**src/rtl/spike_rate_decoder_if.sv**
```systemverilog
// Bundle between the spike source/controller and the rate decoder.
// The master drives enable, spikes and window length; the decoder returns rate and ISI results.
interface spike_rate_decoder_if #(
  parameter int CNT_W = 8,
  parameter int WIN_W = 8
);
  logic             en;
  logic             spike_in;
  logic [WIN_W-1:0] window_len;
  logic [CNT_W-1:0] rate_out;
  logic             rate_valid;
  logic             rate_sat;
  logic [WIN_W-1:0] isi_out;
  logic             isi_valid;

  modport master (
    output en, spike_in, window_len,
    input  rate_out, rate_valid, rate_sat, isi_out, isi_valid
  );

  modport slave (
    input  en, spike_in, window_len,
    output rate_out, rate_valid, rate_sat, isi_out, isi_valid
  );
endinterface

```
**src/rtl/spike_rate_decoder.sv**
```systemverilog
// Converts a one-bit spike train into a windowed, saturating spike count
// and tracks the most recent inter-spike interval.
//
// state   | meaning
// --------+------------------------------------------------------------
// ST_IDLE | en low: counters cleared, ISI tracker disarmed, outputs held
// ST_RUN  | en high: counting spikes in back-to-back windows, tracking ISI
module spike_rate_decoder #(
  parameter int CNT_W = 8,
  parameter int WIN_W = 8
) (
  input logic                 clk,
  input logic                 rst,
  spike_rate_decoder_if.slave bus
);
  localparam logic [0:0] ST_IDLE = 1'b0;
  localparam logic [0:0] ST_RUN  = 1'b1;

  logic [0:0]       state;
  logic             win_start;
  logic [WIN_W-1:0] win_cnt;
  logic [CNT_W-1:0] spk_cnt;
  logic             sat;
  logic [WIN_W-1:0] gap;
  logic             armed;

  logic [CNT_W-1:0] rate_q;
  logic             rate_sat_q;
  logic             rate_valid_q;
  logic [WIN_W-1:0] isi_q;
  logic             isi_valid_q;

  logic [WIN_W-1:0] win_cur;
  logic             win_end;
  logic [CNT_W-1:0] cnt_nxt;
  logic             sat_nxt;

  // The down-counter holds cycles remaining minus one; window_len-1 wraps 0 to the full 2^WIN_W length.
  always_comb begin
    win_cur = win_cnt;
    if (state == ST_IDLE || win_start) win_cur = bus.window_len - 1'b1;
    win_end = (win_cur == '0);
    cnt_nxt = spk_cnt;
    if (bus.spike_in && spk_cnt != '1) cnt_nxt = spk_cnt + 1'b1;
    sat_nxt = sat | (cnt_nxt == '1);
  end

  always_ff @(posedge clk or posedge rst) begin
    if (rst) begin
      state        <= ST_IDLE;
      win_start    <= 1'b0;
      win_cnt      <= '0;
      spk_cnt      <= '0;
      sat          <= 1'b0;
      gap          <= '0;
      armed        <= 1'b0;
      rate_q       <= '0;
      rate_sat_q   <= 1'b0;
      rate_valid_q <= 1'b0;
      isi_q        <= '0;
      isi_valid_q  <= 1'b0;
    end else begin
      rate_valid_q <= 1'b0;
      isi_valid_q  <= 1'b0;
      if (!bus.en) begin
        state     <= ST_IDLE;
        win_start <= 1'b0;
        win_cnt   <= '0;
        spk_cnt   <= '0;
        sat       <= 1'b0;
        gap       <= '0;
        armed     <= 1'b0;
      end else begin
        state <= ST_RUN;
        if (win_end) begin
          rate_q       <= cnt_nxt;
          rate_sat_q   <= sat_nxt;
          rate_valid_q <= 1'b1;
          spk_cnt      <= '0;
          sat          <= 1'b0;
          win_start    <= 1'b1;
          win_cnt      <= '0;
        end else begin
          spk_cnt   <= cnt_nxt;
          sat       <= sat_nxt;
          win_start <= 1'b0;
          win_cnt   <= win_cur - 1'b1;
        end
        // gap counts cycles since the last spike; the first spike only arms the tracker
        if (bus.spike_in) begin
          gap   <= WIN_W'(1);
          armed <= 1'b1;
          if (armed) begin
            isi_q       <= gap;
            isi_valid_q <= 1'b1;
          end
        end else if (gap != '1) begin
          gap <= gap + 1'b1;
        end
      end
    end
  end

  assign bus.rate_out   = rate_q;
  assign bus.rate_sat   = rate_sat_q;
  assign bus.rate_valid = rate_valid_q;
  assign bus.isi_out    = isi_q;
  assign bus.isi_valid  = isi_valid_q;
endmodule

```
**src/flat_wrapper.sv**
```systemverilog
// flat-port wrapper written by rule: the top's interface ports become plain ports
module spike_rate_decoder_flat 
#(
  parameter int CNT_W = 8,
  parameter int WIN_W = 8
)
  (clk, rst, bus_en, bus_spike_in, bus_window_len, bus_rate_out, bus_rate_valid, bus_rate_sat, bus_isi_out, bus_isi_valid);
  spike_rate_decoder_if #(.CNT_W(CNT_W), .WIN_W(WIN_W)) bus_i ();
  input logic clk;
  input logic rst;
  input wire logic [$bits(bus_i.en)-1:0] bus_en;
  input wire logic [$bits(bus_i.spike_in)-1:0] bus_spike_in;
  input wire logic [$bits(bus_i.window_len)-1:0] bus_window_len;
  output wire logic [$bits(bus_i.rate_out)-1:0] bus_rate_out;
  output wire logic [$bits(bus_i.rate_valid)-1:0] bus_rate_valid;
  output wire logic [$bits(bus_i.rate_sat)-1:0] bus_rate_sat;
  output wire logic [$bits(bus_i.isi_out)-1:0] bus_isi_out;
  output wire logic [$bits(bus_i.isi_valid)-1:0] bus_isi_valid;
  assign bus_i.en = bus_en;
  assign bus_i.spike_in = bus_spike_in;
  assign bus_i.window_len = bus_window_len;
  assign bus_rate_out = bus_i.rate_out;
  assign bus_rate_valid = bus_i.rate_valid;
  assign bus_rate_sat = bus_i.rate_sat;
  assign bus_isi_out = bus_i.isi_out;
  assign bus_isi_valid = bus_i.isi_valid;
  spike_rate_decoder #(.CNT_W(CNT_W), .WIN_W(WIN_W)) u_core (.clk(clk), .rst(rst), .bus(bus_i));
endmodule
```
**config.mk**
```make
export PLATFORM = sky130hd
export DESIGN_NAME = spike_rate_decoder_flat
export DESIGN_NICKNAME = d
export VERILOG_FILES = /design/src/rtl/spike_rate_decoder_if.sv /design/src/rtl/spike_rate_decoder.sv /design/src/flat_wrapper.sv
export SDC_FILE = /design/constraint.sdc
export NUM_CORES = 1
export LEC_CHECK = 0
export CORE_UTILIZATION = 45
export CTS_CLUSTER_DIAMETER = 30
export DETAILED_ROUTE_END_ITERATION = 10
export PLACE_DENSITY = 0.79
export SYNTH_ARGS = -nofsm -noshare
export SYNTH_HDL_FRONTEND = slang
export SYNTH_SLANG_ARGS = --single-unit
```
**constraint.sdc**
```tcl
create_clock -name clk -period 2.5 [get_ports clk]
set_clock_uncertainty 0.05 [all_clocks]
set_input_delay 0.5 -clock clk [delete_from_list [all_inputs] [get_ports clk]]
set_output_delay 0.5 -clock clk [all_outputs]
set_load 0.05 [all_outputs]
```
==> flow_summary.ini, run 1 <==
[status]
status = complete, no violations

[placement]
gp_congestion = 0.8536
pre_cts_slack_ns = -0.4988
dp_hpwl_um = 3663
portBuffers = 30
place_area_um2 = 3017

[setup_path]
crit_chain = dlygate4sd2_1, or3_4, or4_4, a31oi_1, nor2_1, buf_4, a31o_4, nor3_1
r2r_slack_ns = 0.23
startpoint_type = primary input
crit_slowest_cell = or4_4
cp-startpoint = bus_window_len[1]
path_class = primary input to flip-flop
cp-endpoint = u_core.spk_cnt[3]$_DFF_PP0_
crit_path_end_kind = flip-flop
r2r_cells = 7
r2r_start = u_core.spk_cnt[0]$_DFF_PP0_
crit_required_ns = 2.64
crit_arrival_ns = 2.59
critical-path-max-stage-delay_ns = 0.49
critical_path_peak_fanout = 6
reg2reg_to = u_core.bus.rate_sat$_DFFE_PP0P_

[cts]
clockBufferDepth = 2
numCtsBuffers = 5
root_buffer = clkbuf_8
cts.clk_slew.worst_paths_ns = 0.09
cts_tree = done
htreeDepth = 2
cts.sinks = 46
clock_latency_ns = 0.29

[timing]
setup_viol = 0
rsz0062_at_grt = yes
hold_ws_ns = 0.4493
worst_slack_ns = 0.05070
slew_viol_final = 0
fin_crit_sh_pct = 97.97
finalCriticalPeriod_ns = 2.449
fmax_ghz = 0.4083
worst_slew_pin_slew_ns = 0.5498
maxSlewHeadroom_pct = 62.96
finalHoldViolCount = 0

[floorplan]
die-area_um2 = 5789
core-area_um2 = 5205
die-width_um = 76.09
ios = 31
start_util_pct = 47.45
rows = 26
die_h_um = 76.09

[layout]
final_cell_mix = dfrtp_1 (45), nor2_1 (29), buf_4 (26), clkdlybuf4s50_1 (25), inv_1 (14)
n_antenna_cell = 0
syn2layout_area_growth_pct = 30.50
layout.nets = 322
fin_area_um2 = 3223
drive_gt1_share_pct = 22.55
final_core_utilization_pct = 61.92
final_common_cell = dfrtp_1

[routing]
drc_errors = 0
ant_nets = 0
wire_per_inst_um = 13.77
drt-initial-drc-count = 141
first_pass_iters = 4
wirelength_um = 5176
vias = 1967
via_per_inst = 5.231

[logic_synthesis]
ys_types = 50
synth_edf_count = 0
synth_seq_cells = 46
yosysWarnings = 0
ys_seq_area_share_pct = 46.61
syn_inst = 242
synth_ff_type = dfrtp_1
async_reset_ff_share_pct = 100.0
syn_area_um2 = 2470
postSynthAreaPerCell_um2 = 10.21
syn-num-nets = 259

[global_routing]
grt_pass1_wl_um = 8949
grt_pass1_vias = 1983
grt-ovfl-total = 0
antenna_found_initial = 0
grt_max_degree = 47
grt_usage_pct = 19.13

[worst_hold_path]
hp-class = flip-flop to flip-flop
hold_depth = 1

[run]
maxCapViolations = 0

[power_and_ir_drop]
p_leak_nw = 1.497
powerDensity_nw_per_um2 = 557.0
vdd_drop_max_v = 0.0003701
## routing by layer
| layer | part of all wire (%) | track usage (%) | up-vias |
|---|---|---|---|
| met2 | 50 | 33.00 | 37 |
| met3 | 3.1 | 4.192 | 6 |
| met1 | 46 | 24.07 | 946 |
| met4 | 1.1 | 5.577 | 0 |
| li1 | - | - | 978 |
| met5 | 0 | 0 | - |
## critical path, delay by kind of cell
| family | cells | cell delay, ns |
|---|---|---|
| AO/OA/AOI/OAI | 2 | 0.45 |
| buffers and inverters | 2 | 0.43 |
| AND/OR/NAND/NOR | 4 | 1.21 |
## Yosys cell counts, drive strengths merged, types with 5 or more instances
cell type | instances | share of area [%]
dfrtp | 46 | 47
nor2 | 40 | 8.8
inv | 15 | 2.3
mux2 | 11 | 5.0
nand2 | 11 | 1.7
a31oi | 10 | 2.8
nor3 | 9 | 1.8
mux2i | 8 | 3.2
o21ai | 8 | 1.6
xor2 | 8 | 2.8
nand3 | 7 | 1.4
a21oi | 6 | 1.2
nor2b | 6 | 1.5
xnor2 | 6 | 2.1
ha | 5 | 2.5
## logic make-up after synthesis
| kind of cell | after synthesis | share of synthesized area [%] |
|---|---|---|
| and+or+nand+nor | 100 | 23.05 |
| DFF | 46 | 46.61 |
| AOI/OAI and AO/OA | 38 | 10.59 |
| buffers and inverters | 20 | 4.002 |
| muxes | 19 | 8.258 |
| xor gates and xnor gates | 14 | 4.965 |
| adders and majority gates | 5 | 2.533 |
## state kept, by name, summed over array words and instances (netlist names), 8 cells and up
name / cells
u_core.bus.isi_out: 8
u_core.bus.rate_out: 8
u_core.gap: 8
u_core.spk_cnt: 8
u_core.win_cnt: 8
## through the flow
step,TNS [ns],total power [mW],instances
CTS,0,1.804,373
detailed placement,-10.33,1.344,362
global placement,-8.958,1.333,362
floorplan,0,1.161,242
global route,-0.04281,1.886,376
finish,0,1.795,376
## how the worst min path moves through the flow
stage,startpoint,end
2_1_floorplan,u_core.armed$_DFFE_PP0P_,u_core.armed$_DFFE_PP0P_
3_3_place_gp,u_core.bus.isi_out[6]$_DFFE_PP0P_,u_core.bus.isi_out[6]$_DFFE_PP0P_
3_5_place_dp,u_core.bus.rate_out[6]$_DFFE_PP0P_,u_core.bus.rate_out[6]$_DFFE_PP0P_
4_1_cts,u_core.bus.rate_out[6]$_DFFE_PP0P_,u_core.bus.rate_out[6]$_DFFE_PP0P_
5_1_grt,u_core.bus.isi_out[1]$_DFFE_PP0P_,u_core.bus.isi_out[1]$_DFFE_PP0P_
6_report,u_core.bus.rate_out[6]$_DFFE_PP0P_,u_core.bus.rate_out[6]$_DFFE_PP0P_
## where the power goes
part | switching (mW) | internal (mW)
Combinational | 0.300 | 0.209
Sequential | 0.0395 | 0.803
Clock | 0.247 | 0.196
Total | 0.587 | 1.21
## final cells by class
cell class                      instances  area [um^2]
Sequential cell                        46         1152
Inverter                               15        56.30
Clock inverter                          3        21.27
Tap cell                               70        87.58
Clock buffer                            5        68.82
Fill cell                             426         1982
Timing Repair Buffer                   61        579.3
Multi-Input combinational cell        176         1257
## timing repair
| action | 4_1_cts | 5_1_grt |
|---|---|---|
| buffers inserted | 2 | 3 |
| endpoints found under the setup margin | 22 | 13 |
| gates resized for setup | 6 | 12 |
| hold buffers | 0 | 0 |
| gates cloned | 1 | 0 |
| pin swaps | 4 | 7 |
Power figures use the tool's default switching activity.
==> run 2, diff against run 1 <==
--- a/config.mk
+++ b/config.mk
@@ -5,10 +5,10 @@
 export SDC_FILE = /design/constraint.sdc
 export NUM_CORES = 1
 export LEC_CHECK = 0
-export CORE_UTILIZATION = 45
+export CORE_UTILIZATION = 50
 export CTS_CLUSTER_DIAMETER = 30
 export DETAILED_ROUTE_END_ITERATION = 10
-export PLACE_DENSITY = 0.79
+export PLACE_DENSITY = 0.86
 export SYNTH_ARGS = -nofsm -noshare
 export SYNTH_HDL_FRONTEND = slang
 export SYNTH_SLANG_ARGS = --single-unit
==> run 2 against run 1 <==
Compared with the run above: first-iteration DRC count grew 52%; sequential power is essentially flat; global-route usage grew 3.1 points; die area shrank 9.7%; maximum frequency shrank 0.31%; sequential share of layout area grew 0.15 points; utilization grew 6.0 points; final cell count shrank 2.1%; setup slack lost 0.0076 ns.
==> flow_summary.ini, run 2 (synthesis gave the netlist of run 1 again) <==
[power_and_ir_drop]
p_seq_share_pct = 44.9
combPwrFrac_pct = 26.7
p_sw_mw = 0.5756
vdd_drop_max_v = 0.0004507
power.internal_mw = 1.299
powerDensity_nw_per_um2 = 584.1
p_leak_nw = 1.466
p_clk_share_pct = 28.4
switching_share_pct = 30.71

[setup_path]
path_class = primary input to flip-flop
crit_path_end_kind = flip-flop
crit_arrival_ns = 2.59
startpoint_type = primary input
crit_required_ns = 2.64
r2r_cells = 7
critical_path_peak_fanout = 5

[placement]
gp_congestion = 0.8956
portBuffers = 30
pre_cts_slack_ns = -0.5390
dp_hpwl_um = 3636

[layout]
layout.nets = 317
final_core_utilization_pct = 67.95
seq_area_um2 = 1152
final_common_cell = dfrtp_1
syn2layout_area_growth_pct = 29.94
n_fill_cell = 344
multiInputGateArea_um2 = 1281
final_cell_mix = dfrtp_1 (45), nor2_1 (27), clkdlybuf4s50_1 (25), buf_4 (21), inv_1 (14)
n_antenna_cell = 0
drive_gt1_share_pct = 21.59

[floorplan]
die_h_um = 72.29
die-width_um = 72.29
rows = 25
core-area_um2 = 4723
die-area_um2 = 5225
start_util_pct = 52.29
ios = 31

[routing]
wirelength_um = 5111
ant_nets = 0
vias = 1991
via_per_inst = 5.410
wire_per_inst_um = 13.89
drc_errors = 0
drt-initial-drc-count = 215
first_pass_iters = 4

[timing]
setup_viol = 0
finalCriticalPeriod_ns = 2.457
worst_slew_pin_slew_ns = 0.7030
maxSlewHeadroom_pct = 52.84
worst_slack_ns = 0.04314
fin_crit_sh_pct = 98.27
fmax_ghz = 0.4070
finalHoldViolCount = 0
slew_viol_final = 0
tns_ns = 0

[worst_hold_path]
hp-class = flip-flop to flip-flop
hold_depth = 1

[run]
maxCapViolations = 0

[cts]
root_buffer = clkbuf_8
cts.clk_slew.worst_paths_ns = 0.08
clockBufferDepth = 2
numCtsBuffers = 5
clock_latency_ns = 0.30
cts.sinks = 46
cts_tree = done
htreeDepth = 2

[status]
status = complete, no violations

[global_routing]
grt-ovfl-total = 0
antenna_found_initial = 0
grt_pass1_vias = 1951
grt_pass1_wl_um = 9018
grt_max_degree = 29
grt_usage_pct = 22.22
[run 2: critical path, stage by stage]
cell             delay, ns
clkdlybuf4s50_1       0.41
or4_4                 0.44
or3_4                 0.39
a31oi_4               0.21
nor2_2                0.08
nand4_1               0.11
buf_6                 0.14
mux2_1                0.32
[run 2: routing by layer]
layer	track usage [%]	vias to the layer above	wire length, um
li1	-	971	-
met1	29.89	960	2339
met2	35.41	48	2435
met3	6.250	12	246
met4	6.100	0	90
met5	0	-	0
[run 2: repair_timing]
action                                  in CTS  in global routing
resized for setup                           16                  5
pin swaps                                    5                  2
hold endpoints to repair                     0                  0
hold buffers                                 0                  0
setup buffers                                5                  0
endpoints found under the setup margin      24                 14
[run 2: through the flow]
step	hold slack [ns]	instance area (um^2)	std cells	power [mW]
final	0.4465	3209	368	1.875
after global routing	0.4758	3209	368	1.965
after CTS	0.4502	3189	368	1.883
after detailed placement	0.4289	2983	355	1.334
after global placement	0.4206	2983	355	1.320
after floorplan	0.4158	2472	242	1.161
[run 2: worst paths after layout]
path | to | slack (ns) | start
min | u_core.bus.rate_out[6]$_DFFE_PP0P_ | 0.45 | u_core.bus.rate_out[6]$_DFFE_PP0P_
max | u_core.bus.rate_out[7]$_DFFE_PP0P_ | 0.04 | bus_window_len[3]
min reg2reg | u_core.bus.rate_out[6]$_DFFE_PP0P_ | 0.45 | u_core.bus.rate_out[6]$_DFFE_PP0P_
min in group asynchronous | u_core.bus.isi_valid$_DFF_PP0_ | 0.49 | rst
max reg2reg | u_core.bus.rate_sat$_DFFE_PP0P_ | 0.22 | u_core.spk_cnt[0]$_DFF_PP0_
max in group asynchronous | u_core.bus.rate_valid$_DFF_PP0_ | 1.38 | rst
[run 2: layout make-up]
| type | count | area share [%] |
|---|---|---|
| sequential | 46 | 35.91 |
| multi-input combinational | 176 | 39.92 |
| clock inverter | 1 | 0.9357 |
| tap | 67 | 2.612 |
| clock buffer | 7 | 2.378 |
| timing repair buffer | 56 | 16.49 |
| inverter | 15 | 1.754 |
[run 2: power by group through the flow]
| stage | Clock [mW] | Combinational (mW) | Sequential [mW] |
|---|---|---|---|
| 2_1_floorplan | 0 | 0.181 | 0.980 |
| 6_report | 0.532 | 0.500 | 0.843 |
| 3_5_place_dp | 0 | 0.478 | 0.856 |
| 3_3_place_gp | 0 | 0.464 | 0.856 |
| 4_1_cts | 0.542 | 0.499 | 0.842 |
| 5_1_grt | 0.577 | 0.538 | 0.850 |
==> run 3, diff against run 2 <==
--- a/config.mk
+++ b/config.mk
@@ -5,10 +5,12 @@
 export SDC_FILE = /design/constraint.sdc
 export NUM_CORES = 1
 export LEC_CHECK = 0
-export CORE_UTILIZATION = 50
+export CORE_ASPECT_RATIO = 0.6
+export CORE_UTILIZATION = 52
+export CTS_BUF_LIST = sky130_fd_sc_hd__clkbuf_8
 export CTS_CLUSTER_DIAMETER = 30
 export DETAILED_ROUTE_END_ITERATION = 10
-export PLACE_DENSITY = 0.86
+export PLACE_DENSITY = 0.89
 export SYNTH_ARGS = -nofsm -noshare
 export SYNTH_HDL_FRONTEND = slang
 export SYNTH_SLANG_ARGS = --single-unit
==> run 3 against run 2 <==
Compared with the run above: critical endpoint is now u_core.spk_cnt[1]$_DFF_PP0_; sequential share of layout area fell by 0.77 points; non-clock buffer count rose by 7; count of clock-buffer cells in the layout fell by 2; first-iteration DRC count fell by 18%; critical path type unchanged; via count rose by 6.7%; worst hold slack improved by 0.013 ns; utilization rose by 7.9 points.
==> flow_summary.ini, run 3 (synthesis gave the netlist of run 1 again) <==
[status]
status = complete, no violations

[setup_path]
r2r_slack_ns = 0.12
r2r_start = u_core.spk_cnt[0]$_DFF_PP0_
startpoint_type = primary input
crit_required_ns = 2.68
critical_path_peak_fanout = 5
cp-startpoint = bus_window_len[0]
crit_path_end_kind = flip-flop
crit_arrival_ns = 2.67
r2r_cells = 7
path_class = primary input to flip-flop
reg2reg_to = u_core.bus.rate_sat$_DFFE_PP0P_

[routing]
wire_per_inst_um = 16.34
ant_nets = 0
via_per_inst = 5.756
first_pass_iters = 5
drc_errors = 0
vias = 2124
wirelength_um = 6028
drt-initial-drc-count = 177

[timing]
fin_crit_sh_pct = 99.35
finalHoldViolCount = 0
tns_ns = 0
worst_slew_pin_slew_ns = 0.5786
slew_viol_final = 0
finalCriticalPeriod_ns = 2.484
hold_ws_ns = 0.4595
setup_viol = 0
fmax_ghz = 0.4026
maxSlewHeadroom_pct = 61.02

[cts]
cts_tree = done
postCtsHoldBufs = 0
clockBufferDepth = 2
clock_latency_ns = 0.30
htreeDepth = 2
root_buffer = clkbuf_8
cts.sinks = 46
cts.clk_slew.worst_paths_ns = 0.09
numCtsBuffers = 5

[worst_hold_path]
min-delay-start = u_core.bus.rate_out[6]$_DFFE_PP0P_
min_to = u_core.bus.rate_out[6]$_DFFE_PP0P_
hold_depth = 1
hp-class = flip-flop to flip-flop

[placement]
place_area_um2 = 3067
portBuffers = 30
dp_hpwl_um = 4235
gp_congestion = 0.8895

[global_routing]
antenna_found_initial = 0
grt-ovfl-total = 0
grt_pass1_wl_um = 10010
grt_usage_pct = 25.34
grt_max_degree = 47
grt_pass1_vias = 2110

[power_and_ir_drop]
powerDensity_nw_per_um2 = 555.5
p_leak_nw = 1.510
vdd_drop_max_v = 0.0003050

[layout]
n_antenna_cell = 0
final_core_utilization_pct = 75.84
layout.nets = 325
final_cell_mix = dfrtp_1 (45), buf_4 (28), nor2_1 (27), clkdlybuf4s50_1 (24), inv_1 (14)
fin_area_um2 = 3279
final_common_cell = dfrtp_1
drive_gt1_share_pct = 26.21
syn2layout_area_growth_pct = 32.78

[run]
maxCapViolations = 0

[floorplan]
rows = 18
die_h_um = 55.39
core-area_um2 = 4324
ios = 31
start_util_pct = 57.12
die-width_um = 90.98
die-area_um2 = 5039
run 3: worst max-delay path by stage:
stage / to / slack (ns) / cells after the start
finish: u_core.spk_cnt[1]$_DFF_PP0_ / 0.02 / 9
global route: u_core.bus.rate_out[6]$_DFFE_PP0P_ / -0.05 / 10
global placement: u_core.bus.rate_out[6]$_DFFE_PP0P_ / -0.39 / 8
CTS: u_core.bus.rate_out[6]$_DFFE_PP0P_ / 0.02 / 8
floorplan: u_core.bus.rate_out[3]$_DFFE_PP0P_ / 0.04 / 11
detailed placement: u_core.bus.rate_sat$_DFFE_PP0P_ / -0.47 / 8
run 3: layout make-up:
cell class | instances | area [um^2]
multi-input cells | 177 | 1315
flip-flops and latches | 46 | 1152
fillers | 284 | 1045
repair buffers | 63 | 590.6
well taps | 60 | 75.07
clock buffers | 5 | 68.82
inverters | 15 | 56.30
clock inverters | 3 | 21.27
run 3: worst max-delay path: stages:
cell and delay (ns):
clkdlybuf4s15_1 0.26, or3_4 0.44, or4_4 0.52, a31oi_4 0.20
nor2_2 0.08, buf_4 0.16, a31o_4 0.27, buf_12 0.15
nor2_4 0.08
run 3: report_power, final:
group | internal (mW) | leakage, nW | total, mW | switching (mW)
logic | 0.211 | 0.862 | 0.529 | 0.318
registers | 0.803 | 0.604 | 0.842 | 0.0390
clock network | 0.197 | 0.0441 | 0.451 | 0.255
total | 1.21 | 1.51 | 1.82 | 0.612
run 3: stage by stage:
stage | power, mW | setup WS, ns | std cells
6_report | 1.822 | 0.01626 | 369
2_1_floorplan | 1.161 | 0.04370 | 242
3_3_place_gp | 1.342 | -0.3855 | 357
3_5_place_dp | 1.359 | -0.4747 | 357
4_1_cts | 1.814 | 0.02499 | 368
5_1_grt | 1.903 | -0.05330 | 369
run 3: timing repair:
item	in CTS	in global routing
gates cloned	1	0
endpoints found under the setup margin	24	17
buffers inserted	2	1
resized for setup	12	18
pin swaps	8	6
run 3: layer usage:
metal	vias up	wire length [um]	global-route usage [%]
met5	-	0	0
met4	0	86	7.256
met3	10	346	5.510
met2	79	2685	39.29
met1	1050	2910	35.94
li1	985	-	-
